$ cat src/rtl/vid_pkg.sv
// vid_pkg: 1080p60 timing defaults, pixel colour constants and pattern-select encodings.
package vid_pkg;
  localparam int H_ACTIVE_1080 = 1920;
  localparam int H_FP_1080 = 88;
  localparam int H_SYNC_1080 = 44;
  localparam int H_BP_1080 = 148;
  localparam int V_ACTIVE_1080 = 1080;
  localparam int V_FP_1080 = 4;
  localparam int V_SYNC_1080 = 5;
  localparam int V_BP_1080 = 36;
  localparam int BOX_STEP = 4;
  localparam logic [23:0] WHITE = 24'hFFFFFF;
  localparam logic [23:0] BLACK = 24'h000000;
  localparam logic [23:0] GREY = 24'h404040;
  // Pixels are packed {red, blu, gre}; index 0 is the leftmost bar.
  localparam logic [7:0][23:0] BAR_TBL = {BLACK, 24'h00FF00, 24'hFF0000, 24'hFFFF00,
                                          24'h0000FF, 24'h00FFFF, 24'hFF00FF, WHITE};
  typedef enum logic [1:0] {PAT_BARS = 2'b00, PAT_CHECK = 2'b01, PAT_GRAD = 2'b10, PAT_BOX = 2'b11} pat_e;
endpackage

$ cat src/rtl/vid_timing_gen.sv
// vid_timing_gen: raster counters with active/sync region and frame boundary decode.
module vid_timing_gen
  import vid_pkg::*;
#(
  parameter int H_ACTIVE = H_ACTIVE_1080,
  parameter int H_FP = H_FP_1080,
  parameter int H_SYNC = H_SYNC_1080,
  parameter int H_BP = H_BP_1080,
  parameter int V_ACTIVE = V_ACTIVE_1080,
  parameter int V_FP = V_FP_1080,
  parameter int V_SYNC = V_SYNC_1080,
  parameter int V_BP = V_BP_1080
) (
  input  logic        clk,
  input  logic        rst,
  input  logic        en,
  output logic [11:0] hcount,
  output logic [10:0] vcount,
  output logic        active,
  output logic        hsync_on,
  output logic        vsync_on,
  output logic        first_px,
  output logic        last_px
);
  localparam int H_TOTAL = H_ACTIVE + H_FP + H_SYNC + H_BP;
  localparam int V_TOTAL = V_ACTIVE + V_FP + V_SYNC + V_BP;
  logic [11:0] hcount_q, hcount_d;
  logic [10:0] vcount_q, vcount_d;
  logic h_end, v_end;
  assign h_end = hcount_q == 12'(H_TOTAL - 1);
  assign v_end = vcount_q == 11'(V_TOTAL - 1);
  always_comb begin
    hcount_d = !en ? hcount_q : h_end ? '0 : hcount_q + 12'd1;
    vcount_d = !(en && h_end) ? vcount_q : v_end ? '0 : vcount_q + 11'd1;
  end
  always_ff @(posedge clk) begin
    if (rst) begin
      hcount_q <= '0;
      vcount_q <= '0;
    end else begin
      hcount_q <= hcount_d;
      vcount_q <= vcount_d;
    end
  end
  assign hcount = hcount_q;
  assign vcount = vcount_q;
  assign active = hcount_q < 12'(H_ACTIVE) && vcount_q < 11'(V_ACTIVE);
  assign hsync_on = hcount_q >= 12'(H_ACTIVE + H_FP) && hcount_q < 12'(H_ACTIVE + H_FP + H_SYNC);
  assign vsync_on = vcount_q >= 11'(V_ACTIVE + V_FP) && vcount_q < 11'(V_ACTIVE + V_FP + V_SYNC);
  assign first_px = hcount_q == '0 && vcount_q == '0;
  assign last_px = h_end && v_end;
endmodule

$ cat src/rtl/vid_pattern_gen.sv
// vid_pattern_gen: vid_io source producing 1080p timing with selectable test patterns.
module vid_pattern_gen
  import vid_pkg::*;
#(
  parameter int DATA_WIDTH = 24,
  parameter int H_ACTIVE = H_ACTIVE_1080,
  parameter int H_FP = H_FP_1080,
  parameter int H_SYNC = H_SYNC_1080,
  parameter int H_BP = H_BP_1080,
  parameter int V_ACTIVE = V_ACTIVE_1080,
  parameter int V_FP = V_FP_1080,
  parameter int V_SYNC = V_SYNC_1080,
  parameter int V_BP = V_BP_1080,
  parameter bit SYNC_POL = 1'b1,
  parameter int BOX_SIZE = 64
) (
  input  logic                  clk,
  input  logic                  rst,
  input  logic                  i_en,
  input  logic [1:0]            sw,
  output logic [DATA_WIDTH-1:0] o_vid_data,
  output logic                  o_vid_hsync,
  output logic                  o_vid_vsync,
  output logic                  o_vid_VDE,
  output logic                  o_frame_start
);
  localparam logic [11:0] X_MAX = 12'(H_ACTIVE - BOX_SIZE);
  localparam logic [10:0] Y_MAX = 11'(V_ACTIVE - BOX_SIZE);
  localparam logic [11:0] BAR_W = 12'(H_ACTIVE / 8);
  logic [11:0] hcount;
  logic [10:0] vcount;
  logic active, hsync_on, vsync_on, first_px, last_px, upd, in_box;
  logic [2:0] bar_idx;
  logic [23:0] pix;
  pat_e pat_q, pat_d;
  logic [11:0] box_x_q, box_x_d;
  logic [10:0] box_y_q, box_y_d;
  logic x_neg_q, x_neg_d, y_neg_q, y_neg_d;
  logic [DATA_WIDTH-1:0] data_q, data_d;
  logic vde_q, vde_d, hs_q, hs_d, vs_q, vs_d, fs_q, fs_d;
  vid_timing_gen #(
    .H_ACTIVE(H_ACTIVE), .H_FP(H_FP), .H_SYNC(H_SYNC), .H_BP(H_BP),
    .V_ACTIVE(V_ACTIVE), .V_FP(V_FP), .V_SYNC(V_SYNC), .V_BP(V_BP)
  ) u_timing (
    .clk(clk), .rst(rst), .en(i_en), .hcount(hcount), .vcount(vcount), .active(active),
    .hsync_on(hsync_on), .vsync_on(vsync_on), .first_px(first_px), .last_px(last_px)
  );
  // The box moves on the frame-start cycle and is drawn from the new position so no frame tears.
  always_comb begin
    upd = i_en && first_px;
    pat_d = i_en && last_px ? pat_e'(sw) : pat_q;
    x_neg_d = !upd ? x_neg_q : x_neg_q ? box_x_q >= 12'(BOX_STEP) : box_x_q + 12'(BOX_STEP) > X_MAX;
    y_neg_d = !upd ? y_neg_q : y_neg_q ? box_y_q >= 11'(BOX_STEP) : box_y_q + 11'(BOX_STEP) > Y_MAX;
    box_x_d = !upd ? box_x_q : x_neg_d ? box_x_q - 12'(BOX_STEP) : box_x_q + 12'(BOX_STEP);
    box_y_d = !upd ? box_y_q : y_neg_d ? box_y_q - 11'(BOX_STEP) : box_y_q + 11'(BOX_STEP);
    in_box = hcount >= box_x_d && hcount < box_x_d + 12'(BOX_SIZE) &&
             vcount >= box_y_d && vcount < box_y_d + 11'(BOX_SIZE);
    bar_idx = 3'(hcount / BAR_W);
    pix = !active ? BLACK :
          pat_q == PAT_BARS ? BAR_TBL[bar_idx] :
          pat_q == PAT_CHECK ? (hcount[6] ^ vcount[6] ? WHITE : BLACK) :
          pat_q == PAT_GRAD ? {hcount[10:3], vcount[10:3], 8'h80} :
          in_box ? WHITE : GREY;
    data_d = i_en ? DATA_WIDTH'(pix) : data_q;
    vde_d = i_en ? active : vde_q;
    hs_d = i_en ? (hsync_on ? SYNC_POL : !SYNC_POL) : hs_q;
    vs_d = i_en ? (vsync_on ? SYNC_POL : !SYNC_POL) : vs_q;
    fs_d = i_en ? first_px : fs_q;
  end
  always_ff @(posedge clk) begin
    if (rst) begin
      pat_q <= PAT_BARS;
      box_x_q <= '0;
      box_y_q <= '0;
      x_neg_q <= 1'b0;
      y_neg_q <= 1'b0;
      data_q <= '0;
      vde_q <= 1'b0;
      hs_q <= !SYNC_POL;
      vs_q <= !SYNC_POL;
      fs_q <= 1'b0;
    end else begin
      pat_q <= pat_d;
      box_x_q <= box_x_d;
      box_y_q <= box_y_d;
      x_neg_q <= x_neg_d;
      y_neg_q <= y_neg_d;
      data_q <= data_d;
      vde_q <= vde_d;
      hs_q <= hs_d;
      vs_q <= vs_d;
      fs_q <= fs_d;
    end
  end
  assign o_vid_data = data_q;
  assign o_vid_VDE = vde_q;
  assign o_vid_hsync = hs_q;
  assign o_vid_vsync = vs_q;
  assign o_frame_start = fs_q;
endmodule

$ cat config.mk
export PLATFORM = sky130hd
export DESIGN_NAME = vid_pattern_gen
export DESIGN_NICKNAME = d
export VERILOG_FILES = /design/src/rtl/vid_pkg.sv /design/src/rtl/vid_timing_gen.sv /design/src/rtl/vid_pattern_gen.sv
export SDC_FILE = /design/constraint.sdc
export NUM_CORES = 1
export LEC_CHECK = 0
export BUFFER_PORTS_ARGS = -buffer_cell sky130_fd_sc_hd__buf_2
export CAP_MARGIN = 20
export CORE_MARGIN = 2
export CORE_UTILIZATION = 41
export CTS_CLUSTER_DIAMETER = 60
export CTS_CLUSTER_SIZE = 8
export DETAILED_ROUTE_END_ITERATION = 10
export GPL_TIMING_DRIVEN = 0
export PLACE_DENSITY = 0.67
export SETUP_SLACK_MARGIN = 0.05
export SLEW_MARGIN = 20
export SYNTH_ARGS = -nofsm -noshare
export SYNTH_HDL_FRONTEND = slang
export SYNTH_SLANG_ARGS = --single-unit
$ cat constraint.sdc
create_clock -name clk -period 14.95 [get_ports clk]
set_input_delay 1.495 -clock clk [delete_from_list [all_inputs] [get_ports clk]]
set_output_delay 1.495 -clock clk [all_outputs]
set_load 0.03 [all_outputs]
; Word-level counts from Yosys, hierarchy flattened
; Memories as Yosys holds them, arrays and structs flattened.
; Index checks and enable logic that the tools add are counted.
[classes]
add_sub_neg = 8
n_lt_le_gt_ge = 15
mux = 19
eq_ne = 4
bitwise_logic = 1
div = 1
reduce_logical = 14
[op_table]
columns = operator, n
row1 = $mux 24, 7
row2 = $mux 12, 3
row3 = $mux 11, 3
row4 = $lt 11x11->1 const B, 2
row5 = $add 12x1->12 const B, 1
row6 = $add 12x3->12 const B, 1
row7 = $add 12x7->12 const B, 1
row8 = $div 12x8->12 const B, 1
row9 = $eq 12x12->1 const B, 1
row10 = $ge 12x11->1 const B, 1
row11 = $ge 12x12->1, 1
row12 = $ge 12x3->1 const B, 1
row13 = $gt 12x11->1 const B, 1
row14 = $logic_not 12->1, 1
row15 = $lt 12x11->1 const B, 1
row16 = $lt 12x12->1, 1
row17 = $lt 12x12->1 const B, 1
row18 = $sub 12x3->12 const B, 1
row19 = $add 11x1->11 const B, 1
row20 = $add 11x3->11 const B, 1
row21 = $add 11x7->11 const B, 1
row22 = $eq 11x11->1 const B, 1
row23 = $ge 11x11->1, 1
row24 = $ge 11x11->1 const B, 1
row25 = other kinds (12), 27
[word_totals]
input_bits = 5
mem_bits_ro = 192
out_inout_bits = 28
regBits = 78
n_memories = 1
word_cells = 75
[memory_table]
columns = name, words, width, read_ports, rd_ports_with_merged_regs, wr, line
row1 = (name not given), 8, 24, 1, 0, 0, vid_pattern_gen.sv:60  ; pat_q == PAT_BARS ? BAR_TBL[bar_idx] :

; Depth between registers and ports, before layout
; Gate-level depths: netlist (run 1).
[depth]
ltp_word = 16
depth_mapped = 22
mapped_depth_nobuf = 21

; Hierarchy
; Synthesis (run 1) repeated with hierarchy kept, for this count alone.
[unflattened]
cells_unflattened = 633
hier_area_um2 = 5026.1
[by_module_without_submodules]
columns = mod, cells_per_inst, area_per_inst_um2, instances, seq_area_each_um2
row1 = vid_pattern_gen, 479, 3744.8, 1, 920.9
row2 = vid_timing_gen, 154, 1281.2, 1, 460.4

; Least setup slack after synthesis (run 1)
; Ideal clock, no wire load.
[synth_timing]
path_type = input to register
start = in i_en
end = reg data_q[16], in the netlist o_vid_data[16]
n_path_buf = 1
cell_stages = 20
t_required_ns = 14.891
arrival_time_ns = 5.174
slack_ns = 9.716
setup_time_ns = 0.060
path_cell_list = nor2b_1 nand4_1 or2_1 clkbuf_1 o21ai_0 o31a_1 mux2_2 or3_1 and2_1 inv_1 ha_1 inv_1 a211oi_1 xor2_1 ha_1 nor2b_1 nor4_1 o2111a_1 o21a_1 a22o_1
[synth_between]
elab_cells_between_ends = 21
cone_classes = add/sub (2) / order compare (4) / mux (11) / reduce/logical (4)
[synth_rtl]
columns = item, line
row1 = "start, declared", vid_pattern_gen.sv:19  ; input logic i_en,
row2 = $logic_and 1x1->1 *, vid_pattern_gen.sv:50  ; upd = i_en && first_px;
row3 = $mux 1, vid_pattern_gen.sv:53  ; y_neg_d = !upd ? y_neg_q : y_neg_q ? box_y_q >= 11'(BOX_STEP) : box_y_q + 11'(BOX_STEP) > Y_MAX;
row4 = $mux 11, vid_pattern_gen.sv:55  ; box_y_d = !upd ? box_y_q : y_neg_d ? box_y_q - 11'(BOX_STEP) : box_y_q + 11'(BOX_STEP);
row5 = $mux 11 *, vid_pattern_gen.sv:55
row6 = net box_y_d[6], vid_pattern_gen.sv:37  ; logic [10:0] box_y_q, box_y_d;
row7 = $add 11x7->11 or $ge 11x11->1 (tied branches), vid_pattern_gen.sv:57  ; vcount >= box_y_d && vcount < box_y_d + 11'(BOX_SIZE);
row8 = $lt 11x11->1 or $logic_and 1x1->1 (tied branches), "vid_pattern_gen.sv:57, vid_pattern_gen.sv:56"
row9 = $logic_and 1x1->1 *, vid_pattern_gen.sv:57
row10 = $mux 24 *, vid_pattern_gen.sv:63  ; in_box ? WHITE : GREY;
row11 = $mux 24 *, vid_pattern_gen.sv:62  ; pat_q == PAT_GRAD ? {hcount[10:3], vcount[10:3], 8'h80} :
row12 = $mux 24 *, vid_pattern_gen.sv:61  ; pat_q == PAT_CHECK ? (hcount[6] ^ vcount[6] ? WHITE : BLACK) :
row13 = $mux 24 *, vid_pattern_gen.sv:60
row14 = $mux 24 *, vid_pattern_gen.sv:59  ; pix = !active ? BLACK :
row15 = "end signal, assigned", vid_pattern_gen.sv:88  ; data_q <= data_d;
row16 = "end, declared", vid_pattern_gen.sv:39  ; logic [DATA_WIDTH-1:0] data_q, data_d;
; The timed path passes the listed nets; every way through them passes the cells marked *.
; A chain may end at the register's enable or synchronous reset.

; Worst setup path after layout (run 1)
[layout_timing]
start = in i_en
end = reg data_q[18], in the netlist o_vid_data[18]
; Same word-level chain as after synthesis.

==> results.tsv, run 1 <==
metric	value	unit
initial antenna violation count	0	
WS Path Type	input port to register	
placed wire-length estimate	8.986	mm
number of DRC markers in iteration 0	232	
CP cell instances	buf_2 -> nor2b_1 -> nand4_1 -> or2_1 -> clkbuf_1 -> o21ai_0 -> o31a_1 -> mux2_2 -> or3_1 -> and2_1 -> inv_1 -> ha_1 -> inv_1 -> a211oi_1 -> xor2_1 -> ha_1 -> nor2b_1 -> nor4_1 -> o2111a_1 -> o21a_1 -> a22o_1	
Max-slew headroom	0.3997	
Fin. Hold Viols	0	
Worst path max stage delay	0.35	ns
maximum vdd drop	0.06036	mV
Worst EP arrival	6.24	ns
RD Place Congestion	0.8664	
Power Density	92.37	nW/um^2
DRC errors left	0	
vias in the first global route	4340	
WL final	12.12	mm
FF+latch count, synth	69	
Crit. End Element	register	
CP delay by family, top	simple AND/OR/NAND/NOR gates	
Worst Setup SP	i_en	
max-slew violations	0	
max_cap viols	0	
RSZ-0062 raised after global routing	false	
Async S/R FF share, synth	0	
layout cell share with drive strength beyond 1	0.1131	
Syn Area/Cell	7.994	sq um
number of library cell types mapped by synthesis	66	
# fillers	1131	
worst r2r src	u_timing.hcount[9]$_SDFFE_PP0P_	
Syn-to-layout area delta	13.89	%
CTS tree	yes	
row count	39	
status	completed	
Skew-Pair Late Insertion Delay	0.33	ns
sequential fraction of the synthesis area	0.2851	
mapped cell area	4845	sq um
pin count of the biggest net entering global routing	13	
H-tree depth	3	
Worst Tran Pin Value	0.8879	ns
antenna cell count	0	
Die W	112.7	um
Hold WC Path Type	register to register	
DR pass1 iterations	5	
Hold Buf Count CTS	0	
# IOs	33	
pre-CTS WS	8.742	ns
final setup TNS	0	ns
nets@finish	699	
final worst setup slack	8.985	ns
die area	12700	sq um
Util after Layout	0.4812	
Starting Density	0.4225	
Die Height	112.7	um
Mapped Cells	606	
Synthesized Nets	656	
WL/cell	15.21	um
total CTS buffers	9	
vias per cell	5.645	
core area	11470	sq um
Yosys warnings	0	
total number of vias	4499	
Setup crit start kind	input port	
min Tclk post-route	5.965	ns
overall power	0.0005097	W
first-pass GRT wire length	20.22	mm
Synth Flop Type	dfxtp_1	
Leakage	2.161	nW
Worst path slowest cell	mux2_2	
final clock skew	0.008425	ns
CTS root buffer	clkbuf_16	
Antenna Nets Post-Route	0	
clock sink count	69	
crit path max fanout	8	
CTS resizes	0	
Clk pin slew, worst setup/hold paths	0.06	ns
fin crit share	0.3990	
Max Root-Sink Buffers	2	
Fmax achieved	0.1676	GHz
PortBufs	32	
Critical Path RT	15.22	ns
Post-synth EDFFs	0	
HP Start	o_vid_data[13]$_SDFFE_PP0P_	
setup bufs post-CTS	0	
WP buf/inv	4	
final setup vio count	0	
grt ovf	0	
All-Layer GR Usage	0.1916	
-- state kept, by name (all words and copies together) (netlist names), 2 cells and up --
register,flops
u_timing.hcount,12
box_y_q,9
u_timing.vcount,11
box_x_q,10
pat_q,2
o_vid_data,19
-- worst register-to-register path, cell delays in order (launching register included) --
cell and delay, ns:
dfxtp_1 0.34, clkbuf_1 0.24, nor4_1 0.68, nand4_1 0.39
or2_1 0.31, clkbuf_1 0.21, o21ai_0 0.21, o31a_1 0.19
mux2_2 0.35, or3_1 0.33, and2_1 0.20, inv_1 0.10
ha_1 0.17, inv_1 0.08, a211oi_1 0.23, xor2_1 0.23
ha_1 0.27, nor2b_1 0.13, nor4_1 0.25, o2111a_1 0.30
o21a_1 0.30, a22o_1 0.18
-- metrics by stage --
step	cell area (sq um)	cells	hold slack, ns
6_report	5518	797	0.4622
5_1_grt	5518	797	0.4744
4_1_cts	5518	797	0.4604
3_5_place_dp	5184	781	0.4400
3_3_place_gp	5184	781	0.4368
2_1_floorplan	4845	606	0.4740
-- power by group --
part | internal [W] | total (W) | leakage (nW) | switching (W)
Combinational | 0.0000292 | 0.0000766 | 1.44 | 0.0000474
Sequential | 0.000191 | 0.000196 | 0.564 | 0.00000589
Clock | 0.000155 | 0.000237 | 0.162 | 0.0000813
-- cells in the mapped netlist (all sizes together) (3+ instances only) --
cell	instances	area share
o31a	3	0.0054
mux2i	7	0.014
a21oi	34	0.036
nor4b	5	0.0090
or4	3	0.0054
nand3	21	0.022
a22o	9	0.016
o2111ai	5	0.0090
clkbuf	30	0.023
nor4	12	0.017
xor2	19	0.034
a211oi	5	0.0077
nor2	76	0.059
nand2	39	0.030
inv	29	0.022
and3	6	0.0077
o22ai	4	0.0052
o21a	18	0.028
or2	5	0.0065
nor3	9	0.0093
dfxtp	69	0.29
ha	45	0.12
or3	11	0.016
buf	11	0.016
nor2b	9	0.012
a21o	3	0.0046
xnor2	25	0.048
o211ai	3	0.0046
nand2b	9	0.012
nand4	15	0.019
o21ai	33	0.034
-- routing by layer --
layer  track usage  share of wire  vias to the layer above
met5             0              0                        -
met4       0.05854          0.011                        0
met3       0.03374          0.053                       16
met2        0.3317           0.47                      118
met1        0.2439           0.46                     2128
li1              -              -                     2237
-- layout make-up --
cell class / instances / area, sq um / area share
inverter: 29 / 108.9 / 0.01973
clock inverter: 5 / 81.33 / 0.01474
sequential: 69 / 1381 / 0.2503
timing repair buffer: 32 / 160.2 / 0.02903
clock buffer: 11 / 252.7 / 0.04580
buffer: 41 / 191.4 / 0.03469
tap: 143 / 178.9 / 0.03243
multi-input combinational: 467 / 3163 / 0.5732
-- worst paths after layout --
| kind | end | slack, ns | cells after the start |
|---|---|---|---|
| min | o_vid_data[13]$_SDFFE_PP0P_ | 0.46 | 2 |
| min reg2reg | o_vid_data[13]$_SDFFE_PP0P_ | 0.46 | 2 |
| max | o_vid_data[18]$_SDFFE_PP0P_ | 8.98 | 21 |
| max reg2reg | o_vid_data[18]$_SDFFE_PP0P_ | 9.20 | 21 |
-- cell usage in the layout (no fill, tap or decap), types with 21 or more instances in the layout --
master / instances
o21ai_0: 32
nand3_1: 21
a21oi_1: 33
nand2_1: 39
nor2_1: 76
buf_2: 32
inv_1: 29
clkbuf_1: 30
ha_1: 45
xnor2_1: 23
dfxtp_1: 69
-- cell families after synthesis --
logic type | after synthesis | share of synthesized area
AND/OR/NAND/NOR | 230 | 0.2412
AO/OA/AOI/OAI | 138 | 0.1919
buffers and inverters | 70 | 0.06198
flip-flops | 69 | 0.2851
adder cells (fa/ha/maj) | 47 | 0.1204
XOR/XNOR | 44 | 0.08264
multiplexers | 8 | 0.01679
Note: power is estimated with default switching activity, not from simulation.
==> run 2: changes to the inputs <==
- PLACE_DENSITY: 0.67 -> 0.69
- clock period: 14.95 -> 4.98 ns (I/O delays scaled with it)
==> run 2 against run 1 <==
Worst hold slack worse by 0.047 ns. Utilization is 3.1 points higher. Flip-flop and latch count is the same. Clock skew grew 0.0030 ns. Critical path depth is 1 lower. Cell area increased by 6.4%. Non-clock buffer count increased by 27. Wire length is 4.9% higher. Register-to-register slack got worse by 9.2 ns. Final cell count increased by 3.4%. Global-route usage increased by 1.1 points. Combinational power grew to 3.3 times the previous value.
==> results.tsv, run 2 (synthesized netlist as in run 1, its figures left out) <==
metric	value	unit	change
status	completed		
RSZ-0062 raised after global routing	true		
final clock skew	0.01147	ns	+0.003045 ns
placed wire-length estimate	9.016	mm	+0.34%
core area	11470	sq um	unchanged
CTS root buffer	clkbuf_16		
WS Path Type	register to register		
Leakage	2.367	nW	+9.5%
Sw Ratio	0.3007		+0.03673
commonest cells after routing, fill and taps aside	nor2_1, dfxtp_1, ha_1		
first-pass GRT wire length	21.31	mm	+5.4%
Area after DPL	5184	sq um	unchanged
# fillers	1082		-4.3%
Critical Path RT	5.26	ns	-9.96 ns
Syn-to-layout area delta	21.23	%	
WL final	12.72	mm	+4.9%
pre-CTS WS	-0.6563	ns	-9.398 ns
max FFs per register	19		unchanged
Fmax achieved	0.2025	GHz	
Die W	112.7	um	unchanged
Worst Tran Pin Value	1.154	ns	+0.2658 ns
Clk pin slew, worst setup/hold paths	0.06	ns	about the same
Worst EP arrival	5.22	ns	-1.02 ns
total CTS buffers	9		unchanged
WL/cell	15.44	um	+1.5%
initial antenna violation count	0		unchanged
row count	39		unchanged
maximum vdd drop	0.1870	mV	+210%
Die Height	112.7	um	unchanged
Hold Buf Count CTS	0		unchanged
H-tree depth	3		unchanged
fin crit share	0.9914		
Comb pwr share	0.176		+0.026
Crit. End Element	register		
Placed Cells	781		unchanged
fin area	5873	sq um	+6.4%
grt ovf	0		unchanged
vias per cell	5.626		-0.33%
antenna cell count	0		unchanged
final worst setup slack	0.04273	ns	-8.942 ns
total number of vias	4636		+3.0%
Util after Layout	0.5122		+0.03099
DR pass1 iterations	7		+2
PortBufs	32		unchanged
nets@finish	726		+3.9%
clock sink count	69		unchanged
max_cap viols	0		unchanged
Switching Power	0.0004378	W	+230%
CTS tree	yes		
Setup crit start kind	register		
overall power	0.001456	W	+190%
final std cells w/o fill	824		+3.4%
die area	12700	sq um	unchanged
number of DRC markers in iteration 0	228		-1.7%
Starting Density	0.4225		unchanged
# IOs	33		unchanged
vias in the first global route	4418		+1.8%
Skew-Pair Late Insertion Delay	0.34	ns	about the same
register area	1395	sq um	+1.0%
DRC errors left	0		unchanged
Antenna Nets Post-Route	0		unchanged
commonest non-fill, non-tap cell in the layout	nor2_1		
Max Root-Sink Buffers	2		unchanged
area of the multi-input gates	3336	sq um	+5.5%
sequential share of power	0.404		+0.019
share of power burned in the clock network	0.420		-0.044
Max-slew headroom	0.2201		-0.1797
pin count of the biggest net entering global routing	15		+2
RD Place Congestion	0.9032		+4.2%
Power Density	247.9	nW/um^2	+170%
internal power	0.001018	W	+170%
Hold WC Path Type	input port to register		
min Tclk post-route	4.937	ns	
crit path max fanout	7		-1
layout cell share with drive strength beyond 1	0.2129		+0.09977
Fin. Hold Viols	0		unchanged
max-slew violations	0		unchanged
All-Layer GR Usage	0.2026		+0.01096
final setup vio count	0		unchanged
## run 2: changes by cell type in the layout (fill, tap and decap cells not counted), moves of 5 or more
cell,change
buf_4,+32
o21ai_0,-10
o21ai_2,+7
clkbuf_1,-6
dfxtp_1,-5
## run 2: final cells by class
| type | instances | share of cell area |
|---|---|---|
| clock inverter | 7 | 0.009374 |
| tap | 143 | 0.03046 |
| inverter | 29 | 0.01853 |
| timing repair buffer | 63 | 0.06689 |
| sequential | 69 | 0.2375 |
| buffer | 37 | 0.03089 |
| multi-input combinational | 467 | 0.5680 |
| clock buffer | 9 | 0.03835 |
## run 2: per-layer routing
layer | part of all wire | up-vias | GRT usage
met4 | 0.018 | 0 | 0.07317
met3 | 0.044 | 20 | 0.03267
met1 | 0.47 | 2182 | 0.2809
met2 | 0.47 | 147 | 0.3198
met5 | 0 | - | 0
li1 | - | 2287 | -
## run 2: worst paths after layout
| path | start | endpoint | slack [ns] | depth (start not counted) |
|---|---|---|---|---|
| hold reg to reg | o_vid_data[10]$_SDFFE_PP0P_ | o_vid_data[10]$_SDFFE_PP0P_ | 0.46 | 2 |
| hold / removal | sw[1] | pat_q[1]$_SDFFE_PP0P_ | 0.42 | 3 |
| setup / recovery | u_timing.vcount[6]$_SDFFE_PP0P_ | o_vid_data[11]$_SDFFE_PP0P_ | 0.04 | 20 |
| setup reg to reg | u_timing.vcount[6]$_SDFFE_PP0P_ | o_vid_data[11]$_SDFFE_PP0P_ | 0.04 | 20 |
## run 2: what timing repair did
item,in CTS,in global routing
gates cloned,0,0
buffers inserted,20,11
pin swaps,21,17
endpoints found under the setup margin,16,16
resized for setup,32,38
## run 2: metrics by stage
stage	hold WS [ns]	TNS (ns)
floorplan	0.4740	0
global placement	0.4394	-8.844
detailed placement	0.4422	-10.13
CTS	0.4049	0
global route	0.4119	-2.109
finish	0.4155	0
## run 2: critical path, cell delays in order (launching register included)
cell and delay [ns]:
dfxtp_4 0.34, or4_4 0.53, or3_4 0.38, buf_4 0.16, o31a_1 0.32, o21a_4 0.14
or3_2 0.48, a211oi_2 0.25, nor2_2 0.09, inv_2 0.06, ha_2 0.18, nor3b_4 0.19
xor2_1 0.20, ha_1 0.28, a21oi_2 0.15, o22ai_1 0.10, nor4_1 0.29, o2111a_2 0.32
o211ai_1 0.10, buf_4 0.19, o21ai_2 0.11
## run 2: power groups by stage
| stage | combinational, W | sequential (W) | clock [W] |
|---|---|---|---|
| after detailed placement | 0.000229 | 0.000601 | 0 |
| after global placement | 0.000224 | 0.000600 | 0 |
| final | 0.000256 | 0.000589 | 0.000611 |
| after global routing | 0.000277 | 0.000592 | 0.000643 |
| after CTS | 0.000242 | 0.000588 | 0.000617 |
| after floorplan | 0.000143 | 0.000624 | 0 |
